[src/rtl/top_or.sv]
// Two-input OR gate with a clocked monitor of its result: registered copy,
// debounced copy, edge pulses and a saturating high-time counter.
module top_or #(
  parameter int unsigned CNT_W    = 16,
  parameter int unsigned FILT_LEN = 3
) (
  input  logic             in0,
  input  logic             in1,
  output logic             out0,
  input  logic             clk,
  input  logic             rst_n,
  output logic             out0_q,
  output logic             out0_filt,
  output logic             rise,
  output logic             fall,
  output logic [CNT_W-1:0] high_cnt,
  output logic             cnt_sat
);

  localparam int unsigned       FC_W     = $clog2(FILT_LEN + 1);
  localparam logic [FC_W-1:0]   FC_ONE   = FC_W'(1);
  localparam logic [FC_W-1:0]   FC_LIMIT = FC_W'(FILT_LEN);
  localparam logic [CNT_W-1:0]  CNT_ONE  = CNT_W'(1);
  localparam logic [CNT_W-1:0]  CNT_MAX  = '1;

  logic [FC_W-1:0]  fc;
  logic [CNT_W-1:0] cnt_nxt;

  assign out0 = in0 | in1;

  always_comb begin
    cnt_nxt = high_cnt;
    if (out0 && (high_cnt != CNT_MAX))
      cnt_nxt = high_cnt + CNT_ONE;
  end

  always_ff @(posedge clk) begin
    if (!rst_n) begin
      out0_q    <= 1'b0;
      out0_filt <= 1'b0;
      rise      <= 1'b0;
      fall      <= 1'b0;
      high_cnt  <= '0;
      cnt_sat   <= 1'b0;
      fc        <= '0;
    end else begin
      out0_q   <= out0;
      rise     <= out0 & ~out0_q;
      fall     <= ~out0 & out0_q;
      high_cnt <= cnt_nxt;
      // Flag follows the next count value so it lines up with high_cnt.
      cnt_sat  <= (cnt_nxt == CNT_MAX);
      if (out0 == out0_filt) begin
        fc <= '0;
      end else if ((fc + FC_ONE) == FC_LIMIT) begin
        out0_filt <= out0;
        fc        <= '0;
      end else begin
        fc <= fc + FC_ONE;
      end
    end
  end

endmodule

[config.mk]
export PLATFORM = sky130hd
export DESIGN_NAME = top_or
export DESIGN_NICKNAME = d
export VERILOG_FILES = /design/src/rtl/top_or.sv
export SDC_FILE = /design/constraint.sdc
export NUM_CORES = 1
export LEC_CHECK = 0
export ABC_AREA = 0
export CAP_MARGIN = 25
export CORE_ASPECT_RATIO = 0.7
export CORE_MARGIN = 10
export CORE_UTILIZATION = 39
export DETAILED_ROUTE_END_ITERATION = 6
export HOLD_SLACK_MARGIN = 0.06
export PLACE_DENSITY_LB_ADDON = 0.15
export SLEW_MARGIN = 20
export SYNTH_ARGS = -nofsm -noshare
export SYNTH_HDL_FRONTEND = slang
export SYNTH_SLANG_ARGS = --single-unit
export TNS_END_PERCENT = 30
[constraint.sdc]
create_clock -name clk -period 2.5 [get_ports clk]
set_input_delay 0.5 -clock clk [delete_from_list [all_inputs] [get_ports clk]]
set_output_delay 0.5 -clock clk [all_outputs]
set_load 0.01 [all_outputs]
# After elaboration in Yosys (flattened, before gate mapping)

Cells that the tools add are included.

Add/subtract/negate cells: 2
Multiply operators: 0
Div/mod/pow operators: 0
Magnitude comparators: 0
Eq/ne operators: 4
Shifts and indexed selects: 0
Muxes and demuxes: 1
Bitwise gates (word level): 7
Reduce and logical (&&, ||, !) cells: 3

Operator list:

| kind                  | count |
|---|---|
| $add 16x1->16 const B | 1 |
| $eq 16x16->1 const B  | 1 |
| $mux 16               | 1 |
| $ne 16x16->1 const B  | 1 |
| $not 1->1             | 4 |
| $reduce_or 3->1       | 1 |
| $add 2x1->2 const B   | 1 |
| $and 1x1->1           | 2 |
| $eq 2x2->1 const B    | 1 |
| $reduce_and 2->1      | 1 |
| $eq 1x1->1            | 1 |
| $logic_and 1x1->1     | 1 |
| $or 1x1->1            | 1 |

Bits in registers: 23
Latch bits: 0
Memory bits (writable): 0
ROM bits: 0
Output and inout bits: 22
Logic and storage cells: 24
Memories: 0

# Longest topological paths before layout

Gate-level depths: netlist (run 1).

Depth after elaboration: 4
Gate-level depth with buffers: 7
Depth with buffers taken out: 6

# Worst setup path after synthesis (run 1)

No wires, ideal clock.

Kind: register to register
Start point: register high_cnt[1]
End point: register cnt_sat
Library setup time: 87 ps
Data arrival time: 1695 ps
Slack: 718 ps
Cell stages (with the launch flop): 7
Path buffers: 0
Clock period less this slack: 1782 ps
Cells stage by stage: dfxtp_1 > ha_1 > nand3_1 > nor4_2 > mux2i_1 > o21ai_1 > nor4b_2

Cells in the longest elaborated chain, start to end: 4
Elaborated cells between the ends (all ways): 5
Classes of those cells: add/sub: 1; eq/ne: 2; mux: 1; reduce/logical: 1

RTL lines:

| item                                                  | line | RTL |
|---|---|---|
| start: declaration                                    | 16   | `output logic [CNT_W-1:0] high_cnt,` |
| start signal: assignment                              | 50   | `high_cnt <= cnt_nxt;` |
| branches (longest 2 deep; another with $add 16x1->16) | -    |  |
| $mux 16 (*)                                           | 33   | `if (out0 && (high_cnt != CNT_MAX))` |
| $eq 16x16->1 (*)                                      | 52   | `cnt_sat <= (cnt_nxt == CNT_MAX);` |
| end signal: assignment                                | 52   |  |
| end: declaration                                      | 17   | `output logic cnt_sat` |

Every way passes the cells marked *.
A chain may end at the register's enable or synchronous reset.

# Worst setup path after layout (run 1)

Start point: input port in1
End point: output port out0

Cells in the longest elaborated chain, start to end: 1

RTL lines:

| item               | line | RTL |
|---|---|---|
| start: declaration | 8    | `input logic in1,` |
| $or 1x1->1         | 29   | `assign out0 = in0 \| in1;` |
| end: declaration   | 9    | `output logic out0,` |

No other way between the ends.

==> run summary, run 1 <==
DRC violations left: 0
H-tree depth: 1
Vias in the first global route: 987
CTS Buf Count: 3
# nets final: 166
Hold Startpoint: fc[0]
Critical Path Max Stage Delay: 0.49 ns
CTS Hold Bufs: 0
Clk_lat worst skew: 0.27 ns
P&R area growth vs syn: 25.0%
Drt via density: 5.51
Non-filler cells, final: 197
Avg Synthesized Cell Area: 9.49 um^2
Reg-to-reg startpoint: high_cnt[0]
Unrepaired setup endpoints after global routing: false
Mapped Nets: 140
Worst Reg2Reg Path Length in Cells: 6
Required time worst endpoint: 2.00 ns
Setup violations, final: 0
DRC marker count from the first detailed-route iteration: 130
First-pass GRT wire length: 5.00 mm
Dpl cells: 193
Buf+Inv Stages, Crit Path: 3
Die width: 88.2 um
FF-to-FF End: cnt_sat
Cell family with most CP delay: buffers and inverters
Share of the synthesized area in the top cell type: 36.2%
Combinational group share of total power: 12.1%
Diode count: 0
Setup CP Type: primary input to output pin
WHS Endpoint: fc[0]
Mapped Area: 1270 um^2
Hold depth: 1
Wire per inst: 15.7 um
P per Cell Area: 453 nW/um^2
Postcts setup bufs: 0
Layout cell share with drive strength beyond 1: 10.1%
Final Hold Viols: 0
TritonCTS Sinks: 23
Detailed Routing Iterations Pass 1: 4
Adder-Cell Fraction of Synth Area: 1.97%
Initial antenna violation count: 0
Gr ovfl total: 0
Slew HR: 55.1%
Pins Over Slew Limit: 0
CTS tree: built
CP startpoint: in1
Switching portion of total power: 24.7%
Area of the multi-input gates: 741 um^2
Post-Syn Instances: 134
Row count: 17
Post-synthesis sequential area ratio: 36.2%
Routed via count: 1086
Worst-path fanout max: 4
Synthesis Warnings: 0
Worst-path clk slew: 0.08 ns
EDFF count, synth: 0
Synth Area in Compound Gates: 16.8%
Simple-Gate Fraction of Synth Area: 31.0%
Worst Tran Pin Value: 0.671 ns
Post_cts resized: 0
Fillcell total: 295
Worst hold slack: 0.414 ns
Overall Global Routing Usage: 10.5%
Post-DP HPWL: 2.32 mm
Ranking of synthesized cells by area: dfxtp_1 (36%), and2_1 (5.4%), nand3_1 (3.5%), xnor2_1 (3.4%), xor2_1 (3.4%)
Setup crit start kind: primary input
Tcrit/Tclk final: 92.2%
Sequential share of power: 55.1%
Power Total: 719 uW
Worst-case clock buffer depth: 2
Most used cell along the critical path: clkdlybuf4s50_1
Outcome: finished, final reports clean
Crit path arrival time: 1.81 ns
Synth area leader: dfxtp_1
IO Pins: 26
Pin count of the biggest net entering global routing: 13
Mux cell area share after synthesis: 1.57%
Peak supply drop: 0.226 mV
Clock skew: 0.00538 ns
Core region area: 3150 um^2
WL final: 3.09 mm
Root Driver: clkbuf_8
NetSw: 178 uW
Dominant synthesized flop cell: dfxtp_1
Synth cell types: 44
Worst min-delay path category: register to register
TNS Setup: 0 ns
Register-to-register setup slack: 0.38 ns
Max-cap violations: 0
Endpoint class of the critical path: output pin
Full die area: 5980 um^2
Critical-path top delay cell: clkdlybuf4s50_1
Largest family of logic cells by synthesized area: simple AND/OR/NAND/NOR gates
Clock Power Share: 32.8%
Post-DRT Antenna Nets: 0
Gpl congestion: 0.854
Int Pwr: 542 uW
IO buf count: 25
CP Cell Sequence: clkdlybuf4s50_1 -> nor2_1 -> inv_1 -> clkdlybuf4s50_1
Initial core utilization: 40.4%
Die H: 67.8 um
Post-synthesis async set-or-reset flop share: 0%
Yosys reg bits: 23
Xor/xnor cell area share of the yosys netlist: 6.89%
Final min period: 2.31 ns
Leakage: 0.000614 uW
Max Fclk: 434 MHz
Register area: 460 um^2
[registers in the layout (all words and copies together) (netlist names)]
signal     flops
cnt_sat        1
fall           1
fc             2
high_cnt      16
out0_filt      1
out0_q         1
rise           1
[cell usage in the layout, fill, tap and decap left out, drive strengths merged, types with 3 or more instances in the layout]
cell | synthesis | routed
clkdlybuf4s50 | 0 | 25
dfxtp | 23 | 23
and2 | 11 | 11
nand3 | 11 | 11
nand2 | 8 | 8
a21oi | 7 | 7
inv | 6 | 6
nor2 | 5 | 5
xor2 | 5 | 5
xnor2 | 5 | 5
and3 | 4 | 4
clkbuf | 3 | 4
nor3 | 4 | 4
o21ai | 4 | 4
o211a | 3 | 3
buf | 4 | 3
[metrics by stage]
stage               setup WS [ns]  utilization, %  area [um^2]
floorplan                   0.718               -         1270
global placement            0.179            49.0         1540
detailed placement          0.141            49.0         1540
CTS                         0.182            50.5         1590
global route                0.107            50.5         1590
finish                      0.195            50.5         1590
[Yosys cell counts (all sizes together), types with 5 or more instances]
master  number
nor2         5
a21oi        7
nand2        8
nand3       11
inv          6
xnor2        5
dfxtp       23
and2        11
xor2         5
[layer usage]
layer	part of all wire, %	track usage, %	wire length [um]
met3	9.5	5.53	293
met5	0	0	0
met4	0.45	1.20	14
met1	50	13.9	1530
met2	40	15.2	1250
[worst max path at each step]
stage	to	slack, ns	depth (start not counted)
after global routing	out0	0.11	4
after detailed placement	cnt_sat	0.14	6
after CTS	out0	0.18	4
final	out0	0.19	4
after floorplan	cnt_sat	0.72	6
after global placement	cnt_sat	0.18	6
[logic make-up after synthesis]
kind of cell | after synthesis
XOR/XNOR | 10
multiplexers | 2
AND/OR/NAND/NOR | 56
buffers and inverters | 13
adder cells (fa/ha/maj) | 2
flip-flops | 23
AO/OA/AOI/OAI | 28
[final cells by class]
type / count / area share, %
multi-input combinational: 98 / 46.6
timing repair buffer: 28 / 17.2
sequential: 23 / 29.0
clock buffer: 4 / 2.83
tap: 38 / 2.99
inverter: 6 / 1.42
[power groups by stage]
| stage | combinational [uW] | sequential [uW] | clock (uW) |
|---|---|---|---|
| floorplan | 48.3 | 404 | 0 |
| global placement | 86.2 | 404 | 0 |
| detailed placement | 88.1 | 406 | 0 |
| CTS | 88.9 | 397 | 243 |
| global route | 98.0 | 400 | 258 |
| finish | 87.0 | 397 | 236 |
No activity file was read; power rests on OpenSTA's default activity.
==> run 2: changes to the inputs <==
Settings changed: GPL_TIMING_DRIVEN from default to 0, SLEW_MARGIN 20 to 5.
==> run summary, run 2 (synthesis gave the netlist of run 1 again) <==
Initial core utilization: 40.4%
CTS Hold Bufs: 0
Full die area: 5980 um^2
WL final: 3.04 mm
Worst-path clk slew: 0.08 ns
Int Pwr: 539 uW
Leakage: 0.000632 uW
Worst-path fanout max: 9
Routed via count: 1070
Worst min-delay path category: register to register
Max reg flops: 16
Clk_lat worst skew: 0.27 ns
Slew HR: 50.8%
Dpl cells: 197
Biggest regs: high_cnt: 16 flops, fc: 2 flops
DRC marker count from the first detailed-route iteration: 72
Peak supply drop: 0.176 mV
Non-filler cells, final: 201
P&R area growth vs syn: 27.7%
Post-DRT Antenna Nets: 0
Diode count: 0
Most frequent cells in the layout: clkdlybuf4s50_1 (25), dfxtp_1 (23), and2_1 (11), nand3_1 (9), nand2_1 (8)
Vias in the first global route: 1030
Pin count of the biggest net entering global routing: 14
# nets final: 170
Setup CP Type: primary input to output pin
Wire per inst: 15.1 um
Clock Power Share: 32.8%
Setup crit start kind: primary input
Unrepaired setup endpoints after global routing: false
Tcrit/Tclk final: 95.9%
DRC violations left: 0
Outcome: finished, final reports clean
Endpoint class of the critical path: output pin
CTS tree: built
Gr ovfl total: 0
First-pass GRT wire length: 5.18 mm
Combinational group share of total power: 12.9%
CTS Buf Count: 3
Final min period: 2.40 ns
Fillcell total: 299
Layout cell share with drive strength beyond 1: 12.3%
Gpl congestion: 0.800
Detailed Routing Iterations Pass 1: 4
H-tree depth: 1
Overall Global Routing Usage: 11.0%
Max-cap violations: 0
Crit path arrival time: 1.90 ns
Worst Tran Pin Value: 0.735 ns
Setup violations, final: 0
Most common cell after layout, fill and taps aside: clkdlybuf4s50_1
Core region area: 3150 um^2
Switching portion of total power: 25.3%
IO buf count: 25
Initial antenna violation count: 0
Max Fclk: 417 MHz
P per Cell Area: 445 nW/um^2
Root Driver: clkbuf_8
IO Pins: 26
Postcts setup bufs: 0
Final Hold Viols: 0
Row count: 17
Biggest register: high_cnt
Sequential share of power: 54.3%
Post-DP HPWL: 2.29 mm
TritonCTS Sinks: 23
Drt via density: 5.32
Die H: 67.8 um
TNS Setup: 0 ns
Worst-case clock buffer depth: 2
NetSw: 182 uW
Required time worst endpoint: 2.00 ns
Clock skew: 0.00429 ns
Pins Over Slew Limit: 0
Die width: 88.2 um
## run 2: changes by cell type in the layout (fill, tap and decap cells not counted)
cell      before  now
nor2_1         5    4
nor2_4         0    1
clkbuf_2       0    1
clkbuf_1       1    2
clkinv_2       0    1
buf_2          0    1
buf_6          0    2
buf_4          3    1
## run 2: per-layer routing
layer  share of wire [%]  vias to the layer above  track usage, %
met3                 7.8                        4            4.81
li1                    -                      550               -
met2                  39                       20            15.4
met4                0.86                        0            3.21
met1                  53                      496            14.8
met5                   0                        -               0
## run 2: final timing paths
path	startpoint	endpoint	slack, ns	depth (start not counted)
hold reg to reg	fc[0]	fc[0]	0.41	1
setup reg to reg	high_cnt[1]	cnt_sat	0.44	6
setup / recovery	in1	out0	0.10	4
hold / removal	fc[0]	fc[0]	0.41	1
## run 2: power groups by stage
| stage | Combinational, uW | Sequential [uW] | Clock (uW) |
|---|---|---|---|
| after floorplan | 48.3 | 404 | 0 |
| after global placement | 90.8 | 400 | 0 |
| after detailed placement | 92.5 | 401 | 0 |
| after CTS | 94.7 | 392 | 242 |
| after global routing | 103 | 395 | 260 |
| final | 93.3 | 392 | 236 |
## run 2: area by class of cell
type / count / area, um^2 / share of cell area [%]
flip-flops and latches: 23 / 460 / 28.4
clock inverters: 1 / 5.00 / 0.308
multi-input cells: 98 / 748 / 46.1
repair buffers: 25 / 250 / 15.4
inverters: 6 / 22.5 / 1.39
plain buffers: 7 / 47.5 / 2.93
well taps: 38 / 47.5 / 2.93
clock buffers: 3 / 41.3 / 2.54
## run 2: stage by stage
| step | total power (uW) | cell area (um^2) | util [%] | setup WS (ns) | hold slack (ns) |
|---|---|---|---|---|---|
| 3_5_place_dp | 493 | 1570 | 49.8 | -0.199 | 0.405 |
| 2_1_floorplan | 452 | 1270 | - | 0.718 | 0.392 |
| 4_1_cts | 729 | 1620 | 51.6 | 0.101 | 0.417 |
| 3_3_place_gp | 491 | 1570 | 49.8 | -0.242 | 0.399 |
| 6_report | 722 | 1620 | 51.6 | 0.102 | 0.412 |
| 5_1_grt | 758 | 1620 | 51.6 | 0.0160 | 0.447 |
## run 2: what timing repair did
action,in CTS,in global routing
hold endpoints to repair,0,0
setup endpoints to repair,1,0
gates resized for setup,2,0
## run 2: worst max-delay path, cell delays in order
cell	delay, ns
clkdlybuf4s50_1	0.50
nor2_4	0.29
inv_1	0.11
clkdlybuf4s50_1	0.50
==> run 3: changes to the inputs <==
Settings changed: CAP_MARGIN 25 to 10.
==> results of run 3 <==
Same layout as run 2: the final DEF is identical, and so are final timing and power.
